File: config.mk
export PLATFORM = sky130hd
export DESIGN_NAME = intg_code_gen_flat
export DESIGN_NICKNAME = d
export VERILOG_FILES = /design/src/rtl/intg_code_gen_if.sv /design/src/rtl/intg_code_gen.sv /design/src/flat_wrapper.sv
export SDC_FILE = /design/constraint.sdc
export NUM_CORES = 1
export LEC_CHECK = 0
export ABC_CLOCK_PERIOD_IN_PS = 5550
export CELL_PAD_IN_SITES_DETAIL_PLACEMENT = 1
export CELL_PAD_IN_SITES_GLOBAL_PLACEMENT = 2
export CORE_ASPECT_RATIO = 0.8
export CORE_MARGIN = 4
export CORE_UTILIZATION = 33
export CTS_BUF_LIST = sky130_fd_sc_hd__clkbuf_16
export CTS_CLUSTER_DIAMETER = 100
export DETAILED_ROUTE_END_ITERATION = 16
export GPL_TIMING_DRIVEN = 0
export PLACE_DENSITY = 0.81
export REMOVE_ABC_BUFFERS = 1
export SLEW_MARGIN = 20
export SYNTH_ARGS = -nofsm -noshare
export SYNTH_HDL_FRONTEND = slang
export SYNTH_SLANG_ARGS = --single-unit
File: constraint.sdc
create_clock -name clk -period 5.55 [get_ports clk]
set_input_delay 1.3875 -clock clk [delete_from_list [all_inputs] [get_ports clk]]
set_output_delay 1.3875 -clock clk [all_outputs]
set_load 0.005 [all_outputs]
File: src/rtl/intg_code_gen_if.sv
// Handshake and code stream bundle between a window source and intg_code_gen.
interface intg_code_gen_if;
    localparam int unsigned TOT_W  = 13;
    localparam int unsigned CODE_W = 4;
    localparam int unsigned RES_W  = 5;

    logic              start;
    logic [TOT_W-1:0]  total;
    logic              busy;
    logic              x_valid;
    logic [CODE_W-1:0] X;
    logic              done;
    logic [RES_W-1:0]  residue;
    logic              err;

    modport master (
        output start, total,
        input  busy, x_valid, X, done, residue, err
    );

    modport slave (
        input  start, total,
        output busy, x_valid, X, done, residue, err
    );
endinterface

File: src/rtl/intg_code_gen.sv
// Window code generator: splits a window total into SLOTS greedy 4-bit codes
// (largest first) that the integrator's code*STEP accumulator sums back to total.
module intg_code_gen #(
    parameter int unsigned SLOTS = 8,
    parameter int unsigned STEP  = 25
) (
    input logic            clk,
    input logic            reset,
    intg_code_gen_if.slave bus
);
    localparam int unsigned TOT_W     = 13;
    localparam int unsigned CODE_W    = 4;
    localparam int unsigned RES_W     = 5;
    localparam int unsigned SLOT_W    = 5;
    localparam int unsigned MAX_CODE  = 15;
    localparam int unsigned MAX_TOTAL = SLOTS * MAX_CODE * STEP;

    typedef enum logic [1:0] {
        IDLE = 2'd0,
        EMIT = 2'd1,
        DONE = 2'd2,
        ERR  = 2'd3
    } state_t;

    state_t              state;
    logic [TOT_W-1:0]    rem;
    logic [SLOT_W-1:0]   slot;

    logic                busy_q;
    logic                x_valid_q;
    logic [CODE_W-1:0]   x_q;
    logic                done_q;
    logic [RES_W-1:0]    residue_q;
    logic                err_q;

    logic [TOT_W-1:0]    enc_in_c;
    logic [TOT_W-1:0]    enc_sub_c;
    logic [CODE_W-1:0]   enc_code_c;
    logic                in_range_c;
    logic                last_slot_c;

    // The first code is registered on the accepting edge, so the encoder
    // looks at the incoming total in IDLE and at the running remainder after.
    always_comb begin
        enc_in_c = (state == IDLE) ? bus.total : rem;
    end

    // Greedy encoder: largest k with k*STEP <= input, as parallel constant compares.
    always_comb begin
        enc_code_c = '0;
        enc_sub_c  = '0;
        for (int unsigned k = 1; k <= MAX_CODE; k++) begin
            if (enc_in_c >= TOT_W'(k * STEP)) begin
                enc_code_c = CODE_W'(k);
                enc_sub_c  = TOT_W'(k * STEP);
            end
        end
    end

    always_comb begin
        in_range_c  = (32'(bus.total) <= MAX_TOTAL);
        last_slot_c = (slot == SLOT_W'(SLOTS - 1));
    end

    // Control FSM with all outputs registered alongside the state.
    always_ff @(posedge clk or negedge reset) begin
        if (!reset) begin
            state     <= IDLE;
            rem       <= '0;
            slot      <= '0;
            busy_q    <= 1'b0;
            x_valid_q <= 1'b0;
            x_q       <= '0;
            done_q    <= 1'b0;
            residue_q <= '0;
            err_q     <= 1'b0;
        end else begin
            done_q <= 1'b0;
            err_q  <= 1'b0;
            case (state)
                IDLE: begin
                    if (bus.start) begin
                        if (in_range_c) begin
                            state     <= EMIT;
                            busy_q    <= 1'b1;
                            x_valid_q <= 1'b1;
                            x_q       <= enc_code_c;
                            rem       <= bus.total - enc_sub_c;
                            slot      <= '0;
                        end else begin
                            state <= ERR;
                            err_q <= 1'b1;
                        end
                    end
                end
                EMIT: begin
                    if (last_slot_c) begin
                        state     <= DONE;
                        x_valid_q <= 1'b0;
                        x_q       <= '0;
                        done_q    <= 1'b1;
                        residue_q <= rem[RES_W-1:0];
                    end else begin
                        x_q  <= enc_code_c;
                        rem  <= rem - enc_sub_c;
                        slot <= slot + SLOT_W'(1);
                    end
                end
                DONE: begin
                    state  <= IDLE;
                    busy_q <= 1'b0;
                end
                ERR: begin
                    state <= IDLE;
                end
                default: begin
                    state <= IDLE;
                end
            endcase
        end
    end

    always_comb begin
        bus.busy    = busy_q;
        bus.x_valid = x_valid_q;
        bus.X       = x_q;
        bus.done    = done_q;
        bus.residue = residue_q;
        bus.err     = err_q;
    end
endmodule

File: src/flat_wrapper.sv
// flat-port wrapper written by rule: the top's interface ports become plain ports
module intg_code_gen_flat 
#(
    parameter int unsigned SLOTS = 8,
    parameter int unsigned STEP  = 25
)
  (clk, reset, bus_start, bus_total, bus_busy, bus_x_valid, bus_X, bus_done, bus_residue, bus_err);
  intg_code_gen_if bus_i ();
  input logic clk;
  input logic reset;
  input wire logic [$bits(bus_i.start)-1:0] bus_start;
  input wire logic [$bits(bus_i.total)-1:0] bus_total;
  output wire logic [$bits(bus_i.busy)-1:0] bus_busy;
  output wire logic [$bits(bus_i.x_valid)-1:0] bus_x_valid;
  output wire logic [$bits(bus_i.X)-1:0] bus_X;
  output wire logic [$bits(bus_i.done)-1:0] bus_done;
  output wire logic [$bits(bus_i.residue)-1:0] bus_residue;
  output wire logic [$bits(bus_i.err)-1:0] bus_err;
  assign bus_i.start = bus_start;
  assign bus_i.total = bus_total;
  assign bus_busy = bus_i.busy;
  assign bus_x_valid = bus_i.x_valid;
  assign bus_X = bus_i.X;
  assign bus_done = bus_i.done;
  assign bus_residue = bus_i.residue;
  assign bus_err = bus_i.err;
  intg_code_gen #(.SLOTS(SLOTS), .STEP(STEP)) u_core (.clk(clk), .reset(reset), .bus(bus_i));
endmodule
**After elaboration in Yosys (flattened, before gate mapping)**

Cells that the tools add are included.

- Add/subtract/negate cells: 3
- $lt $le $gt $ge: 16
- Eq/ne operators: 8
- Muxes and demuxes: 57
- Reduce and logical (&&, ||, !) cells: 10

Operators by type and width:

| operator | count |
|---|---|
| >= comparator 13 x 8 -> 1 bit, second input constant | 5 |
| >= comparator 13 x 9 -> 1 bit, second input constant | 5 |
| 2-to-1 mux 13 bit | 4 |
| 2-to-1 mux 9 bit | 5 |
| 2-to-1 mux 4 bit | 11 |
| 2-to-1 mux 8 bit | 5 |
| >= comparator 13 x 7 -> 1 bit, second input constant | 3 |
| case mux 13 bit (2 select lines) | 1 |
| subtractor 13 x 9 -> 13 bit | 2 |
| 2-to-1 mux 7 bit | 3 |
| 2-to-1 mux 5 bit | 4 |
| >= comparator 13 x 5 -> 1 bit, second input constant | 1 |
| >= comparator 13 x 6 -> 1 bit, second input constant | 1 |
| <= comparator 13 x 12 -> 1 bit, second input constant | 1 |
| 2-to-1 mux 3 bit | 4 |
| 2-to-1 mux 2 bit | 5 |
| case mux 5 bit (2 select lines) | 1 |
| 2-to-1 mux 1 bit | 9 |
| case mux 4 bit (2 select lines) | 1 |
| AND reduction 4 bit | 2 |
| 2-to-1 mux 6 bit | 1 |
| case mux 2 bit (3 select lines) | 1 |
| AND reduction 3 bit | 2 |
| adder 5 x 1 -> 5 bit, second input constant | 1 |
| 10 further kinds | 16 |

- Register bits after elaboration: 33
- Input port bits: 16
- Output and inout bits: 13
- Word-level logic and storage cells: 103

**Logic depth before layout (Yosys ltp)**

Gate-level depths: netlist of the first run.

- Depth in word-level cells: 22
- Mapped depth: 20
- Gate-level depth less buffers: 17

**Least setup slack after synthesis of the first run**

No wires, ideal clock.

- Path kind: in2reg
- From: input port bus_total[12]
- To: register u_core.rem[10]
- Setup time: 0.079 ns
- Arrival: 4.896 ns
- Required time: 5.471 ns
- Path slack: 0.575 ns
- Stages: 16
- Path buffers: 0
- Path through: nor4_1 -> mux2_2 -> nand2_4 -> or4_4 -> a311oi_2 -> o21ai_1 -> ha_1 -> fa_1 -> nor2b_1 -> o21ai_0 -> a21boi_0 -> o211ai_1 -> a21oi_1 -> o21ai_0 -> a21oi_1 -> a2bb2oi_1

- Cells in the longest elaborated chain, start to end: 21

RTL lines:

| what | line | source |
|---|---|---|
| start, declared | flat_wrapper.sv:12 | `input wire logic [$bits(bus_i.total)-1:0] bus_total;` |
| 2-to-1 mux 13 bit | intg_code_gen.sv:45 | `enc_in_c = (state == IDLE) ? bus.total : rem;` |
| >= comparator 13 x 5 -> 1 bit | intg_code_gen.sv:53 | `if (enc_in_c >= TOT_W'(k * STEP)) begin` |
| 2-to-1 mux 5 bit | intg_code_gen.sv:53 |  |
| 2-to-1 mux 6 bit | intg_code_gen.sv:53 |  |
| 2-to-1 mux 7 bit (3 in a row) | intg_code_gen.sv:53 |  |
| 2-to-1 mux 8 bit (5 in a row) | intg_code_gen.sv:53 |  |
| 2-to-1 mux 9 bit (5 in a row) | intg_code_gen.sv:53 |  |
| subtractor 13 x 9 -> 13 bit | intg_code_gen.sv:88 | `rem <= bus.total - enc_sub_c;` |
| 2-to-1 mux 13 bit | intg_code_gen.sv:83 | `if (in_range_c) begin` |
| 2-to-1 mux 13 bit | intg_code_gen.sv:82 | `if (bus.start) begin` |
| case mux 13 bit (2 select lines) | intg_code_gen.sv:80 | `case (state)` |
| end signal, assigned | intg_code_gen.sv:88 |  |
| end signal, assigned | intg_code_gen.sv:105 | `rem <= rem - enc_sub_c;` |
| end, declared | intg_code_gen.sv:26 | `logic [TOT_W-1:0] rem;` |

Several ways; a longest one is shown, not always the timed one. The select of a mux whose other input is x is not followed.
A chain may end at the register's enable or synchronous reset.

**Final worst setup path of the first run**

- From: input port bus_total[1]
- To: register u_core.rem[10]

Same word-level chain as after synthesis.

==> results.py, run 1 <==
metrics = {
    "sta": {
        "setup_slack_ns": 0.236,
        "period_needed_ns": 5.31,
        "hold_viol": 0,
        "finalClockSkew_ns": 0.00419,
        "fmax_mhz": 188,
        "relSlewSlack": 0.386,
        "finalSetupViolCount": 0,
        "rsz0062_at_grt": "true",
        "fin_tns_setup_ns": 0,
        "drv_slew": 0,
        "timing.final.crit_share": 0.958,
        "worstMarginPinSlew_ns": 0.917,
    },
    "power_and_ir_drop": {
        "p_leak_nw": 1.54,
        "p_per_area_nw_per_um2": 658,
        "peakVddDrop_mv": 0.252,
    },
    "cells_and_area": {
        "fin_area_um2": 3480,
        "stdcell_count": 503,
        "nNetsFinal": 421,
        "layout-drive-gt1-share": 0.127,
        "utilization": 0.432,
        "diodes": 0,
        "area_growth_pct": 26.1,
    },
    "setup_path": {
        "path_max_fanout": 6,
        "crit_arrival_ns": 5.52,
        "start_kind": "primary input",
        "cp.required_ns": 5.75,
        "crit_type": "in -> reg",
        "endpoint_kind": "flip-flop",
    },
    "place": {
        "preCtsSetupSlack_ns": -0.752,
        "gp_congestion": 0.869,
        "hpwl_um": 6850,
        "placed_area_um2": 3160,
        "dp_cells": 488,
        "portBuffers": 28,
    },
    "floorplan": {
        "num_rows": 29,
        "core-area_um2": 8060,
        "ios": 29,
        "die_w_um": 110,
        "die_y_um": 89.8,
        "dieArea_um2": 9900,
        "initial_core_util": 0.343,
    },
    "min_path": {
        "hold_path.class": "reg -> reg",
    },
    "synthesis": {
        "synth.distinct_cells": 59,
        "syn-instance-count": 363,
        "yosysSeqAreaShare": 0.299,
        "synth_edf_count": 0,
        "synthesis.area_um2": 2760,
        "synthArstFlopShare": 1.00,
        "yosys_warnings": 0,
        "synthFlopType": "dfrtp_1",
        "ys_seq_elements": 33,
        "postSynthAreaPerCell_um2": 7.61,
    },
    "clock_tree": {
        "cts_sinks": 33,
        "cts_tree": "built",
        "cts_root_buf": "clkbuf_16",
        "htreeDepth": 2,
        "cts_made_buffers": 5,
        "clkTransAtPathRegs_ns": 0.06,
        "insertion_delay_ns": 0.28,
        "cts_buffer_depth": 2,
    },
    "global_route": {
        "grt_first_pass_wirelength_um": 15000,
        "grt_usage": 0.189,
        "overflow": 0,
        "antenna_found_initial": 0,
        "first_global_vias": 2832,
        "grt_max_degree": 21,
    },
    "drt": {
        "vias": 2822,
        "drtAntennaViolNets": 0,
        "first_iter_violations": 148,
        "wl_per_cell_um": 18.1,
        "first_pass_iters": 4,
        "wl_um": 9090,
        "drc": 0,
        "via_per_inst": 5.61,
    },
    "run": {
        "max-cap-violations": 0,
    },
    "status": {
        "outcome": "complete, no violations",
    },
}
==> synthesized netlist by cell type (2+ instances only) <==
cell type,n,area (um2)
nor4_1,4,25.0
nand2_1,70,263
or4_1,2,15.0
ha_1,10,125
inv_1,15,56.3
o31ai_1,9,67.6
or2_2,6,37.5
clkbuf_1,7,26.3
nand4_1,2,12.5
buf_6,3,33.8
xor2_1,6,52.6
a21oi_1,25,125
o31a_1,2,17.5
o21ai_0,41,205
nor2_1,30,113
nand2b_1,3,18.8
nor2b_1,4,25.0
a21o_1,3,22.5
a21boi_0,2,15.0
a2bb2oi_1,2,17.5
nor4bb_1,4,40.0
nand3_1,6,30.0
mux2_2,2,22.5
mux2i_1,6,60.1
buf_1,2,7.51
a211oi_1,3,22.5
and2_1,3,18.8
o211ai_1,3,22.5
o21ai_1,2,10.0
nor3_1,12,60.1
dfrtp_1,33,826
a31oi_1,8,50.1
a311o_1,2,20.0
o21a_1,6,45.0
==> flip-flops by register name, summed over array words and instances, names as in the netlist <==
signal / cells
u_core.state: 2
u_core.bus.X: 4
u_core.bus.x_valid: 1
u_core.bus.done: 1
u_core.bus.residue: 5
u_core.bus.busy: 1
u_core.bus.err: 1
u_core.rem: 13
u_core.slot: 5
==> cell usage in the layout, fill, tap and decap left out, types with 4 or more instances in the layout <==
cell / instances
nand2_1: 70
o21ai_0: 37
dfrtp_1: 33
nor2_1: 29
a21oi_1: 23
clkdlybuf4s50_1: 19
inv_1: 15
nor3_1: 10
ha_1: 10
a31oi_1: 7
dlymetal6s2s_1: 7
buf_4: 7
mux2i_1: 6
o21a_1: 6
o31ai_1: 6
nand3_1: 6
or2_2: 6
xor2_1: 6
clkbuf_16: 5
o21ai_1: 4
nor2b_1: 4
==> worst max-delay path, cell delays in order <==
cell           delay [ns]
dlygate4sd2_1        0.31
or4_1                0.50
o31ai_2              0.13
a21oi_1              0.16
or4_4                0.46
a311oi_4             0.34
o21ai_2              0.15
ha_1                 0.23
fa_1                 0.40
nor2b_1              0.16
o21ai_1              0.11
a21boi_1             0.22
o211ai_1             0.18
a21oi_2              0.28
o21ai_0              0.15
a21oi_1              0.17
a2bb2oi_1            0.16
==> report_power, final <==
group | internal [mW] | total, mW | switching, mW
clock network | 0.164 | 0.269 | 0.105
registers | 0.357 | 0.507 | 0.150
logic | 0.624 | 1.51 | 0.889
==> kinds of logic after synthesis <==
logic type / share of synthesized area
buf+inv: 0.0494
fa+ha+maj: 0.0526
mux: 0.0430
simple gates: 0.263
compound gates: 0.271
xor+xnor: 0.0222
flops: 0.299
==> through the flow <==
stage          power (mW)  hold WS (ns)
3_3_place_gp         1.83         0.457
3_5_place_dp         1.90         0.470
4_1_cts              2.24         0.482
6_report             2.29         0.478
5_1_grt              2.52         0.505
2_1_floorplan        1.43         0.466
==> layout make-up <==
| class | count | area [um2] |
|---|---|---|
| Clock inverter | 3 | 17.5 |
| Multi-Input combinational cell | 301 | 1920 |
| Sequential cell | 33 | 826 |
| Fill cell | 1001 | 4570 |
| Clock buffer | 5 | 125 |
| Tap cell | 108 | 135 |
| Timing Repair Buffer | 38 | 402 |
| Inverter | 15 | 56.3 |
==> metal layers <==
layer / part of all wire / track usage
met2: 0.44 / 0.281
met1: 0.51 / 0.291
met4: 0.0090 / 0.0390
met5: 0 / 0
met3: 0.041 / 0.0251
==> worst paths after layout <==
path / from / end / slack, ns / depth (start not counted)
worst max-delay path: bus_total[1] / u_core.rem[10] / 0.24 / 17
worst min-delay path: u_core.bus.x_valid / u_core.bus.x_valid / 0.48 / 1
worst max register to register: u_core.state[1] / u_core.rem[10] / 0.37 / 17
worst min register to register: u_core.bus.x_valid / u_core.bus.x_valid / 0.48 / 1
max in group asynchronous: reset / u_core.bus.X[2] / 4.10 / 2
min in group asynchronous: reset / u_core.bus.err / 1.02 / 1
==> what timing repair did <==
item / 4_1_cts / 5_1_grt
hold buffers: 0 / 0
resized for setup: 11 / 20
buffers inserted: 2 / 5
pin swaps: 5 / 8
setup endpoints to repair: 5 / 5
Note: power is estimated with default switching activity, not from simulation.
==> run 2: changes to the inputs <==
GPL_ROUTABILITY_DRIVEN = 0   (was default)
==> results of run 2 <==
Same layout as run 1: the final DEF is identical, and so are final timing and power.
